## config.mk

```make
export PLATFORM = sky130hd
export DESIGN_NAME = stopwatch_ctrl_flat
export DESIGN_NICKNAME = d
export VERILOG_FILES = /design/src/rtl/stopwatch_ctrl_if.sv /design/src/rtl/stopwatch_ctrl.sv /design/src/flat_wrapper.sv
export SDC_FILE = /design/constraint.sdc
export NUM_CORES = 1
export LEC_CHECK = 0
export ABC_AREA = 1
export BUFFER_PORTS_ARGS = -buffer_cell sky130_fd_sc_hd__buf_4
export CAP_MARGIN = 10
export CORE_ASPECT_RATIO = 0.5
export CORE_MARGIN = 2
export CORE_UTILIZATION = 55
export CTS_CLUSTER_SIZE = 30
export DETAILED_ROUTE_END_ITERATION = 7
export GPL_ROUTABILITY_DRIVEN = 0
export PLACE_DENSITY = 0.82
export SYNTH_ARGS = -nofsm -noshare
export SYNTH_HDL_FRONTEND = slang
export SYNTH_SLANG_ARGS = --single-unit
```

## constraint.sdc

```tcl
create_clock -name clk -period 3.6 [get_ports clk]
set_clock_uncertainty 0.1 [all_clocks]
set_input_delay 0.72 -clock clk [delete_from_list [all_inputs] [get_ports clk]]
set_output_delay 0.72 -clock clk [all_outputs]
set_load 0.005 [all_outputs]
```

## src/rtl/stopwatch_ctrl_if.sv

```systemverilog
// rtl/stopwatch_ctrl_if.sv - button, counter-chain and display signals of the stopwatch controller
interface stopwatch_ctrl_if #(
  parameter int DIGITS = 4
);
  logic                  start_stop;
  logic                  clear;
  logic                  lap;
  logic [4*DIGITS-1:0]   digits;
  logic [DIGITS-1:0]     cnt_en;
  logic                  cnt_clr;
  logic [4*DIGITS-1:0]   disp;
  logic                  running;
  logic                  lap_active;
  logic                  wrap;

  modport master (
    output start_stop, clear, lap, digits,
    input  cnt_en, cnt_clr, disp, running, lap_active, wrap
  );

  modport slave (
    input  start_stop, clear, lap, digits,
    output cnt_en, cnt_clr, disp, running, lap_active, wrap
  );
endinterface

```

## src/rtl/stopwatch_ctrl.sv

```systemverilog
// rtl/stopwatch_ctrl.sv - run/pause/lap sequencer for a chain of external BCD decade counters
module stopwatch_ctrl #(
  parameter int PRESCALE = 100000,
  parameter int DIGITS   = 4
) (
  input  logic              clk,
  input  logic              rst,
  stopwatch_ctrl_if.slave   bus
);
  localparam int            PW    = $clog2(PRESCALE);
  localparam logic [PW-1:0] PLAST = PW'(PRESCALE - 1);

  typedef enum logic [1:0] {CLR, IDLE, RUN, PAUSE} state_t;

  state_t              state;
  logic [PW-1:0]       presc;
  logic [4*DIGITS-1:0] latch;
  logic [DIGITS-1:0]   casc;
  logic                chain;

  // Digit i may advance only when every lower digit reads 9; chain ends as "all nines".
  always_comb begin
    casc  = '0;
    chain = 1'b1;
    for (int i = 0; i < DIGITS; i++) begin
      casc[i] = chain;
      chain   = chain & (bus.digits[4*i +: 4] == 4'd9);
    end
  end

  always_ff @(posedge clk or posedge rst) begin
    if (rst) begin
      state          <= CLR;
      bus.cnt_clr    <= 1'b1;
      bus.cnt_en     <= '0;
      bus.wrap       <= 1'b0;
      bus.running    <= 1'b0;
      bus.lap_active <= 1'b0;
      presc          <= '0;
      latch          <= '0;
    end else begin
      bus.cnt_en <= '0;
      bus.wrap   <= 1'b0;
      if (state == CLR) begin
        state       <= IDLE;
        bus.cnt_clr <= 1'b0;
      end else if (bus.clear) begin
        state          <= CLR;
        bus.cnt_clr    <= 1'b1;
        bus.running    <= 1'b0;
        bus.lap_active <= 1'b0;
        presc          <= '0;
      end else if (bus.start_stop) begin
        // Prescaler holds here so a tick suppressed by the toggle fires right after resume.
        if (state == RUN) begin
          state       <= PAUSE;
          bus.running <= 1'b0;
        end else begin
          state       <= RUN;
          bus.running <= 1'b1;
        end
      end else begin
        if (state == RUN) begin
          if (presc == PLAST) begin
            presc      <= '0;
            bus.cnt_en <= casc;
            bus.wrap   <= chain;
          end else begin
            presc <= presc + PW'(1);
          end
        end
        if (bus.lap) begin
          if (state == RUN && !bus.lap_active) begin
            latch          <= bus.digits;
            bus.lap_active <= 1'b1;
          end else begin
            bus.lap_active <= 1'b0;
          end
        end
      end
    end
  end

  assign bus.disp = bus.lap_active ? latch : bus.digits;
endmodule

```

## src/flat_wrapper.sv

```systemverilog
// flat-port wrapper written by rule: the top's interface ports become plain ports
module stopwatch_ctrl_flat 
#(
  parameter int PRESCALE = 100000,
  parameter int DIGITS   = 4
)
  (clk, rst, bus_start_stop, bus_clear, bus_lap, bus_digits, bus_cnt_en, bus_cnt_clr, bus_disp, bus_running, bus_lap_active, bus_wrap);
  stopwatch_ctrl_if #(.DIGITS(DIGITS)) bus_i ();
  input  logic clk;
  input  logic rst;
  input wire logic [$bits(bus_i.start_stop)-1:0] bus_start_stop;
  input wire logic [$bits(bus_i.clear)-1:0] bus_clear;
  input wire logic [$bits(bus_i.lap)-1:0] bus_lap;
  input wire logic [$bits(bus_i.digits)-1:0] bus_digits;
  output wire logic [$bits(bus_i.cnt_en)-1:0] bus_cnt_en;
  output wire logic [$bits(bus_i.cnt_clr)-1:0] bus_cnt_clr;
  output wire logic [$bits(bus_i.disp)-1:0] bus_disp;
  output wire logic [$bits(bus_i.running)-1:0] bus_running;
  output wire logic [$bits(bus_i.lap_active)-1:0] bus_lap_active;
  output wire logic [$bits(bus_i.wrap)-1:0] bus_wrap;
  assign bus_i.start_stop = bus_start_stop;
  assign bus_i.clear = bus_clear;
  assign bus_i.lap = bus_lap;
  assign bus_i.digits = bus_digits;
  assign bus_cnt_en = bus_i.cnt_en;
  assign bus_cnt_clr = bus_i.cnt_clr;
  assign bus_disp = bus_i.disp;
  assign bus_running = bus_i.running;
  assign bus_lap_active = bus_i.lap_active;
  assign bus_wrap = bus_i.wrap;
  stopwatch_ctrl #(.PRESCALE(PRESCALE), .DIGITS(DIGITS)) u_core (.clk(clk), .rst(rst), .bus(bus_i));
endmodule
```

==> results of run 1 <==
==> tightest hold or removal path: stages, from the launching register on <==
cell and delay, ns:
dfrtp_1 0.36, nand2_1 0.06, o21ai_2 0.05
==> flip-flops by register name, summed over array words and instances, names as in the netlist <==
signal / flops
u_core.bus.lap_active: 1
u_core.bus.cnt_clr: 1
u_core.latch: 16
u_core.bus.cnt_en: 4
u_core.bus.running: 1
u_core.state: 2
u_core.presc: 17
u_core.bus.wrap: 1
==> through the flow <==
| stage | power (uW) | worst slack, ns | hold WS (ns) | util [%] | cell area [um2] |
|---|---|---|---|---|---|
| after floorplan | 891 | 1.78 | 0.355 | - | 2420 |
| after global placement | 971 | 1.46 | 0.367 | 68.2 | 2770 |
| after detailed placement | 997 | 1.38 | 0.373 | 68.2 | 2770 |
| after CTS | 1310 | 1.13 | 0.396 | 70.5 | 2870 |
| after global routing | 1390 | 0.974 | 0.419 | 70.5 | 2870 |
| final | 1300 | 1.12 | 0.396 | 70.5 | 2870 |
==> synthesized netlist by cell type <==
cell	number	share of area [%]
a21oi_1	4	0.83
buf_6	4	1.9
clkbuf_1	3	0.46
dfrtp_1	42	43
dfstp_2	1	1.1
ha_1	1	0.52
inv_1	43	6.7
inv_2	4	0.62
nand2_1	76	12
nand2_2	6	1.5
nand2_4	1	0.46
nand3_1	17	3.5
nand3_4	1	0.72
nand4_1	11	2.8
nand4_4	1	0.88
nor2_1	37	5.7
nor2_2	4	1.0
nor2_4	4	1.9
nor3_1	9	1.9
o21ai_0	23	4.8
o21ai_2	16	5.8
xnor2_1	1	0.36
xor2_1	4	1.4
==> kinds of logic (layout without fill, tap and decap cells) <==
logic type | after synthesis | after routing | share of synthesized area, %
AND/OR/NAND/NOR | 167 | 167 | 32.2
buffers and inverters | 54 | 100 | 9.61
AO/OA/AOI/OAI | 43 | 43 | 11.4
flip-flops | 43 | 43 | 44.5
XOR/XNOR | 5 | 5 | 1.81
adder cells (fa/ha/maj) | 1 | 1 | 0.516
==> final cells by class <==
cell class | instances | area (um2) | share of cell area (%)
Clock buffer | 5 | 68.8 | 2.40
Clock inverter | 3 | 25.0 | 0.873
Inverter | 47 | 176 | 6.16
Multi-Input combinational cell | 216 | 1110 | 38.8
Sequential cell | 43 | 1080 | 37.6
Tap cell | 54 | 67.6 | 2.36
Timing Repair Buffer | 45 | 338 | 11.8
==> worst max-delay path by stage <==
stage                           from                    to  cells past startpoint
4_1_cts        u_core.bus.lap_active          bus_disp[11]                      2
6_report       u_core.bus.lap_active           bus_disp[2]                      2
3_3_place_gp               bus_clear       u_core.latch[7]                      8
3_5_place_dp               bus_clear       u_core.latch[5]                      8
2_1_floorplan                    rst  u_core.bus.cnt_en[0]                      1
5_1_grt        u_core.bus.lap_active           bus_disp[8]                      2
==> layer usage <==
layer  up-vias  track usage [%]  routed length [um]
met5         -                0                   0
met4         0             5.56                  58
met3         8             4.51                 252
met2        51             36.9                2460
met1       953             29.7                2340
li1       1080                -                   -
==> report_power, final <==
part           leakage, uW  internal [uW]  switching [uW]
Combinational     0.000795            140             170
Clock            0.0000443            139             181
Sequential        0.000576            595            78.9
Total              0.00142            874             430
==> cells in the final DEF, fill, tap and decap left out <==
| master | instances |
|---|---|
| clkbuf_8 | 5 |
| o21ai_0 | 23 |
| nand4_1 | 11 |
| xor2_1 | 4 |
| inv_2 | 4 |
| clkinvlp_4 | 1 |
| buf_4 | 45 |
| nor2_1 | 37 |
| nand3_1 | 17 |
| nor2_4 | 4 |
| dfstp_2 | 1 |
| nor3_1 | 9 |
| nor2_2 | 4 |
| ha_1 | 1 |
| nand3_4 | 1 |
| nand2_2 | 6 |
| a21oi_1 | 4 |
| nand2_4 | 1 |
| clkinv_4 | 2 |
| xnor2_1 | 1 |
| inv_1 | 43 |
| dfrtp_1 | 42 |
| o21ai_2 | 16 |
| nand2_1 | 76 |
| nand4_4 | 1 |
==> metrics.yaml, run 1 <==
dr_total_vias: 2092
cp_cell_sequence: "o21ai_0 > buf_4"
r2r-start: "u_core.bus.lap_active"
finalMaxSlewViolations: 0
grt_max_degree: 44
fin_nets: 380
synth_nets: 335
grt_pass1_wl_um: 8710
rows: 16
min_path_type: "flop to flop"
reg2reg_to: "u_core.latch[5]"
wl_per_cell_um: 12.4
h-tree-depth: 2
drc_errors: 0
netlist_instances: 313
cp_top_family: "flip-flops"
dieArea_um2: 4980
slowest_stage: "dfrtp_1"
cts_setup_buffers: 0
clockBufferDepth: 2
cts_tree: "done"
fin_setup_tns_ns: 0
end_kind: "output port"
core_um2: 4060
r2r_slack_ns: 1.63
initial_utilization_pct: 59.6
min_from: "u_core.latch[2]"
fmax_mhz: 403
area_delta_synth_final_pct: 18.3
cts_root_buffer: "clkbuf_8"
ir_worst_vdd_mv: 0.219
drive_above_1_share_pct: 25.3
power.density_nw_per_um2: 455
grt_usage_pct: 22.0
hpwl_um: 3860
critical_path_class: "flop to output port"
ant_nets: 0
leakage_uw: 0.00142
first_iter_violations: 86
cp.required_ns: 2.78
ys_warn_count: 0
syn_area_per_cell_um2: 7.74
status: "complete, no violations"
instances_no_fill: 413
ff2ff_path_depth: 4
relSlewSlack_pct: 42.1
cp.arrival_ns: 1.66
clkLatencyLatePin_ns: 0.30
critPathLaunchType: "flop"
antenna_found_initial: 0
setup_viol_count_final: 0
fin_crit_sh_pct: 69.0
n_fill_cell: 330
min_to: "u_core.latch[2]"
drv_cap: 0
die_y_um: 50.9
dr.pass1.iters: 4
crit_buf_inv: 1
worst_pin_slew_ns: 0.868
vias_per_cell: 5.07
ys_types: 23
cp_max_fo: 34
ys_ff_latch: 43
port_buffers: 44
rsz0062_at_grt: "no"
grt_pass1_vias: 1961
slowest_delay_ns: 0.92
die_w_um: 97.9
hold_viol: 0
ys_seq_area_share_pct: 44.5
clk_pin_slew_ns: 0.09
fin_crit_ns: 2.48
cts_sinks: 43
antennaDiodeCount: 0
ctsHoldBuffers: 0
numCtsBuffers: 5
min_path_cells: 2
cts-resized-gates: 0
syn_area_um2: 2420
grt.overflow.total: 0
place_inst: 405
pin_count: 45
wl_um: 5110
Note: power is estimated with default switching activity, not from simulation.
==> run 2, diff against run 1 <==
--- a/config.mk
+++ b/config.mk
@@ -10,11 +10,11 @@
 export CAP_MARGIN = 10
 export CORE_ASPECT_RATIO = 0.5
 export CORE_MARGIN = 2
-export CORE_UTILIZATION = 55
+export CORE_UTILIZATION = 50
 export CTS_CLUSTER_SIZE = 30
 export DETAILED_ROUTE_END_ITERATION = 7
 export GPL_ROUTABILITY_DRIVEN = 0
-export PLACE_DENSITY = 0.82
+export PLACE_DENSITY = 0.79
 export SYNTH_ARGS = -nofsm -noshare
 export SYNTH_HDL_FRONTEND = slang
 export SYNTH_SLANG_ARGS = --single-unit
==> constraint.sdc (replaced) <==
create_clock -name clk -period 2.1 [get_ports clk]
set_clock_uncertainty 0.1 [all_clocks]
set_input_delay 0.42 -clock clk [delete_from_list [all_inputs] [get_ports clk]]
set_output_delay 0.42 -clock clk [all_outputs]
set_load 0.005 [all_outputs]
==> run 2 against run 1 <==
Register-to-register slack worse by 1.3 ns. Design area is 1.3% higher. Critical path type unchanged. Worst setup slack worse by 0.96 ns. Utilization is 6.5 points lower. Largest cell class unchanged. Largest power group unchanged. Clock-buffer cell count stayed put.
==> metrics.yaml, run 2 (synthesized netlist as in run 1, its figures left out) <==
top_register: "u_core.presc"  # unchanged
min_path_type: "input port to async pin"  # was flop to flop
final_util_pct: 64.0  # was 70.5%
cts_sinks: 43  # unchanged
cts-resized-gates: 0  # unchanged
clkLatencyLatePin_ns: 0.30  # about the same
port_buffers: 44  # unchanged
ant_nets: 0  # unchanged
final_common_cell: "nand2_1"  # unchanged
vias_per_cell: 5.00  # was 5.07
rsz0062_at_grt: "no"  # unchanged
final_design_area_no_fill_um2: 2900  # was 2870 um2
largest_reg_flops: 17  # unchanged
fmax_mhz: 515
first_iter_violations: 70  # was 86
hpwl_um: 3820  # was 3860 um
cp_max_fo: 14  # was 34
cts_tree: "done"  # unchanged
rows: 17  # was 16
pin_count: 45  # unchanged
initial_utilization_pct: 53.5  # was 59.6%
clockBufferDepth: 2  # unchanged
critPathLaunchType: "flop"  # unchanged
cp.required_ns: 1.58  # was 2.78 ns
antennaDiodeCount: 0  # unchanged
cts_root_buffer: "clkbuf_8"  # unchanged
area_delta_synth_final_pct: 19.8  # was 18.3%
drc_errors: 0  # unchanged
dr.pass1.iters: 4  # unchanged
clk_pin_slew_ns: 0.09  # about the same
fin_nets: 383  # was 380
wl_um: 4930  # was 5110 um
h-tree-depth: 2  # unchanged
end_kind: "output port"  # unchanged
relSlewSlack_pct: 64.5  # was 42.1%
numCtsBuffers: 5  # unchanged
final_cell_mix: "76 x nand2_1, 48 x buf_4, 43 x inv_1"  # was 76 x nand2_1, 45 x buf_4, 43 x inv_1
grt_max_degree: 44  # unchanged
power.density_nw_per_um2: 770  # was 455 nW/um2
place_area_um2: 2810  # was 2770 um2
power_uw: 2230  # was 1300 uW
fin_crit_ns: 1.94
wl_per_cell_um: 11.5  # was 12.4 um
status: "complete, no violations"  # unchanged
grt_pass1_vias: 1999  # was 1961
fin_ws_ns: 0.159  # was 1.12 ns
grt_usage_pct: 20.4  # was 22.0%
die_y_um: 53.2  # was 50.9 um
pre_cts_ws_ns: 0.270  # was 1.38 ns
drive_above_1_share_pct: 26.0  # was 25.3%
cts_setup_buffers: 0  # unchanged
setup_viol_count_final: 0  # unchanged
fin_crit_sh_pct: 92.4
cp.arrival_ns: 1.42  # was 1.66 ns
ir_worst_vdd_mv: 0.334  # was 0.219 mV
core_um2: 4530  # was 4060 um2
r2r_slack_ns: 0.34  # was 1.63 ns
ctsHoldBuffers: 0  # unchanged
top_regs: "u_core.presc x17, u_core.latch x16, u_core.bus.cnt_en x4"  # unchanged
antenna_found_initial: 0  # unchanged
grt.overflow.total: 0  # unchanged
leakage_uw: 0.00143  # was 0.00142 uW
worst_pin_slew_ns: 0.532  # was 0.868 ns
grt_pass1_wl_um: 8490  # was 8710 um
die_w_um: 102  # was 97.9 um
drv_cap: 0  # unchanged
dieArea_um2: 5450  # was 4980 um2
critical_path_class: "flop to output port"  # unchanged
dr_total_vias: 2138  # was 2092
finalMaxSlewViolations: 0  # unchanged
hold_viol: 0  # unchanged
fin_setup_tns_ns: 0  # unchanged
-- run 2: final cells by class --
class	instances	area, um2
Clock buffer	5	68.8
Inverter	47	176
Multi-Input combinational cell	216	1110
Sequential cell	43	1080
Timing Repair Buffer	48	360
Clock inverter	3	23.8
Fill cell	389	1630
Tap cell	66	82.6
-- run 2: final timing paths --
kind / from / to / cells after the start
max: u_core.bus.lap_active / bus_disp[8] / 3
min: rst / u_core.presc[13] / 3
max reg2reg: u_core.presc[0] / u_core.presc[12] / 8
min reg2reg: u_core.latch[5] / u_core.latch[5] / 2
max in group asynchronous: rst / u_core.bus.cnt_clr / 3
min in group clk: bus_clear / u_core.bus.cnt_clr / 3
-- run 2: critical path: stages, from the launching register on --
cell	delay, ns
dfrtp_1	0.49
buf_4	0.23
o21ai_0	0.24
buf_4	0.16
-- run 2: routing by layer --
metal / GRT usage, % / part of all wire [%] / vias to the layer above
met5: 0 / 0 / -
met4: 6.44 / 0.73 / 0
met3: 4.49 / 4.1 / 5
met2: 35.6 / 48 / 41
met1: 25.4 / 47 / 1003
li1: - / - / 1089
-- run 2: where the power goes --
group	internal (uW)	switching [uW]	leakage (uW)
sequential	1020	122	0.000576
combinational	246	298	0.000810
clock	238	310	0.0000408
-- run 2: through the flow --
step | hold slack [ns] | instances
finish | 0.162 | 428
global route | 0.231 | 428
CTS | 0.180 | 428
detailed placement | 0.371 | 420
global placement | 0.366 | 420
floorplan | 0.355 | 313
==> run 3, diff against run 2 <==
--- a/config.mk
+++ b/config.mk
@@ -5,12 +5,10 @@
 export SDC_FILE = /design/constraint.sdc
 export NUM_CORES = 1
 export LEC_CHECK = 0
-export ABC_AREA = 1
 export BUFFER_PORTS_ARGS = -buffer_cell sky130_fd_sc_hd__buf_4
 export CAP_MARGIN = 10
 export CORE_ASPECT_RATIO = 0.5
-export CORE_MARGIN = 2
-export CORE_UTILIZATION = 50
+export CORE_UTILIZATION = 49
 export CTS_CLUSTER_SIZE = 30
 export DETAILED_ROUTE_END_ITERATION = 7
 export GPL_ROUTABILITY_DRIVEN = 0
==> constraint.sdc (replaced) <==
create_clock -name clk -period 2.1 [get_ports clk]
set_clock_uncertainty 0.1 [all_clocks]
set_input_delay 0.42 -clock clk [delete_from_list [all_inputs] [get_ports clk]]
set_output_delay 0.42 -clock clk [all_outputs]
set_load 0.01 [all_outputs]
==> run 3 against run 2 <==
Final cell count shrank 27%. Combinational power shrank 12%. Total power down 7.5%. Design area shrank 5.5%. Critical path type is now flop to flop. Highest routed layer unchanged.
==> metrics.yaml, run 3 <==
synth.largest_area_cell: "dfrtp_1"  # unchanged
synth_nets: 220  # was 335
dr.pass1.iters: 4  # unchanged
synthXorXnorAreaFrac_pct: 0.406  # was 1.81%
synth_commonest_cells: "42 x dfrtp_1, 33 x mux2_2, 17 x o21ai_0"  # was 76 x nand2_1, 43 x inv_1, 42 x dfrtp_1
top_register: "u_core.presc"  # unchanged
critPathLaunchType: "flop"  # unchanged
dr_total_vias: 1784  # was 2138
yosysTopAreaCellShare_pct: 48.8  # was 43.4%
yosysMostFrequentCell: "dfrtp_1"  # was nand2_1
wl_um: 4700  # was 4930 um
clk_pin_slew_ns: 0.08  # was 0.09 ns
synthSimpleGateAreaFrac_pct: 16.8  # was 32.2%
power.density_nw_per_um2: 754  # was 770 nW/um2
synthTopCellsByArea: "dfrtp_1 49%, mux2_2 17%, o21ai_0 3.9%"  # was dfrtp_1 43%, nand2_1 12%, inv_1 6.7%
grt.overflow.total: 0  # unchanged
fmax_mhz: 484  # was 515 MHz
grt_pass1_wl_um: 8150  # was 8490 um
final_cell_mix: "60 x buf_4, 41 x dfrtp_1, 33 x mux2_2"  # was 76 x nand2_1, 48 x buf_4, 43 x inv_1
ys_ff_latch: 43  # unchanged
synth_compound_area_share_pct: 11.7  # was 11.4%
ys_seq_area_share_pct: 50.0  # was 44.5%
syn_area_um2: 2160  # was 2420 um2
relSlewSlack_pct: 64.6  # was 64.5%
ant_nets: 0  # unchanged
final_common_cell: "buf_4"  # was nand2_1
largest_reg_flops: 17  # unchanged
finalMaxSlewViolations: 0  # unchanged
worst_pin_slew_ns: 0.531  # was 0.532 ns
synth_flop_cell: "dfrtp_1"  # unchanged
core_um2: 4060  # was 4530 um2
grt_pass1_vias: 1752  # was 1999
netlist_instances: 198  # was 313
slowest_stage: "or4_4"  # was dfrtp_1
rows: 16  # was 17
holdWs_ns: 0.138  # was 0.162 ns
cp.arrival_ns: 2.19  # was 1.42 ns
cp_max_fo: 8  # was 14
hpwl_um: 3400  # was 3820 um
wl_per_cell_um: 15.1  # was 11.5 um
cts_sinks: 43  # unchanged
status: "complete, no violations"  # unchanged
antennaDiodeCount: 0  # unchanged
grt_max_degree: 44  # unchanged
grt_usage_pct: 22.7  # was 20.4%
ys_warn_count: 0  # unchanged
power_uw: 2070  # was 2230 uW
async_flop_share_pct: 100  # unchanged
cts_setup_buffers: 0  # unchanged
synth_edf_count: 0  # unchanged
top_regs: "u_core.presc x17, u_core.latch x16, u_core.bus.cnt_en x4"  # unchanged
clkLatencyLatePin_ns: 0.30  # about the same
clockBufferDepth: 2  # unchanged
slowest_delay_ns: 0.56  # was 0.49 ns
cts_root_buffer: "clkbuf_8"  # unchanged
ff2ff_path_depth: 4  # was 8
drv_cap: 0  # unchanged
h-tree-depth: 2  # unchanged
synth_mux_area_share_pct: 17.7  # was 0%
synth_top_family_by_area: "multiplexers"  # was simple AND/OR/NAND/NOR gates
dieArea_um2: 4680  # was 5450 um2
fin_crit_sh_pct: 98.3  # was 92.4%
ir_worst_vdd_mv: 0.338  # was 0.334 mV
die_w_um: 95.8  # was 102 um
min_path_type: "input port to async pin"  # unchanged
setup_viol_count_final: 0  # unchanged
numCtsBuffers: 5  # unchanged
end_kind: "flop"  # was output port
port_buffers: 44  # unchanged
critical_path_class: "flop to flop"  # was flop to output port
leakage_uw: 0.00127  # was 0.00143 uW
syn_area_per_cell_um2: 10.9  # was 7.74 um2
synthAdderAreaFrac_pct: 0.580  # was 0.517%
fin_nets: 278  # was 383
area_delta_synth_final_pct: 27.2  # was 19.8%
ys_types: 36  # was 23
fin_crit_ns: 2.06  # was 1.94 ns
cp_cell_sequence: "o21ba_4 > or4_4 > or4_4 > a22oi_2"  # was buf_4 > o21ai_0 > buf_4
drc_errors: 0  # unchanged
rsz0062_at_grt: "yes"  # was no
die_y_um: 48.9  # was 53.2 um
initial_utilization_pct: 53.0  # was 53.5%
cts_tree: "done"  # unchanged
crit_path_frequent_cell: "or4_4"  # was buf_4
first_iter_violations: 70  # unchanged
hold_viol: 0  # unchanged
vias_per_cell: 5.74  # was 5.00
drive_above_1_share_pct: 44.4  # was 26.0%
antenna_found_initial: 0  # unchanged
pin_count: 45  # unchanged
cp.required_ns: 2.22  # was 1.58 ns
==> run 3: changes by cell type in the layout (fill, tap and decap cells not counted), moves of 5 or more <==
| cell | delta |
|---|---|
| nand2_1 | -60 |
| inv_1 | -38 |
| mux2_2 | +33 |
| nor2_1 | -27 |
| o21ai_2 | -16 |
| buf_4 | +12 |
| nand4_1 | -10 |
| nand3_1 | -9 |
| a22oi_1 | +8 |
| nand2_2 | -6 |
| nor3_1 | -6 |
| o21ai_0 | -6 |
| o31ai_1 | +5 |
==> run 3: worst paths after layout <==
path                                    endpoint            start  slack, ns
min reg2reg                      u_core.latch[1]  u_core.latch[1]       0.41
max                             u_core.presc[16]  u_core.state[0]       0.04
min                              u_core.presc[9]              rst       0.14
max in group asynchronous  u_core.bus.lap_active              rst       1.36
min in group clk                u_core.latch[11]   bus_digits[11]       0.26
max reg2reg                     u_core.presc[16]  u_core.state[0]       0.04
==> run 3: logic make-up (layout without fill, tap and decap cells) <==
kind of cell             after synthesis  after routing
XOR/XNOR                               1              1
AO/OA/AOI/OAI                         40             40
flip-flops                            43             43
multiplexers                          34             34
adder cells (fa/ha/maj)                1              1
buffers and inverters                 14             73
AND/OR/NAND/NOR                       65             65
==> run 3: power by group <==
| group | internal (uW) | leakage [uW] | total (uW) | switching [uW] |
|---|---|---|---|---|
| logic | 261 | 0.000653 | 477 | 216 |
| clock network | 233 | 0.0000412 | 523 | 290 |
| registers | 975 | 0.000572 | 1070 | 91.4 |
==> run 3: timing repair <==
action / CTS / global route
hold buffers: 0 / 0
endpoints found under the setup margin: 0 / 11
resized for setup: 0 / 5
==> run 3: final cells by class <==
class,instances,area [um2]
Fill cell,329,1320
Sequential cell,43,1080
Multi-Input combinational cell,141,1040
Timing Repair Buffer,60,450
Clock buffer,6,72.6
Tap cell,54,67.6
Inverter,5,18.8
Clock inverter,2,12.5
==> run 3: per-layer routing <==
metal  share of wire (%)  global-route usage (%)
met4                 1.1                    7.96
met5                   0                       0
met3                 5.0                    4.83
met1                  44                    29.6
met2                  50                    37.5
==> run 3: per-stage QoR <==
stage / instances / worst slack, ns / area, um2 / utilization, % / TNS (ns)
final: 311 / 0.0357 / 2740 / 67.5 / 0
after global routing: 311 / -0.00907 / 2740 / 67.5 / -0.00907
after CTS: 311 / 0.0124 / 2720 / 67.0 / 0
after detailed placement: 303 / -0.107 / 2640 / 64.9 / -0.397
after global placement: 303 / -0.0507 / 2640 / 64.9 / -0.131
after floorplan: 198 / 0.0221 / 2170 / - / 0
==> run 3: critical path: cells and delay by family, from the launching register on <==
| family | cells | cell delay [ns] |
|---|---|---|
| flip-flops | 1 | 0.43 |
| AO/OA/AOI/OAI | 2 | 0.37 |
| AND/OR/NAND/NOR | 2 | 1.09 |
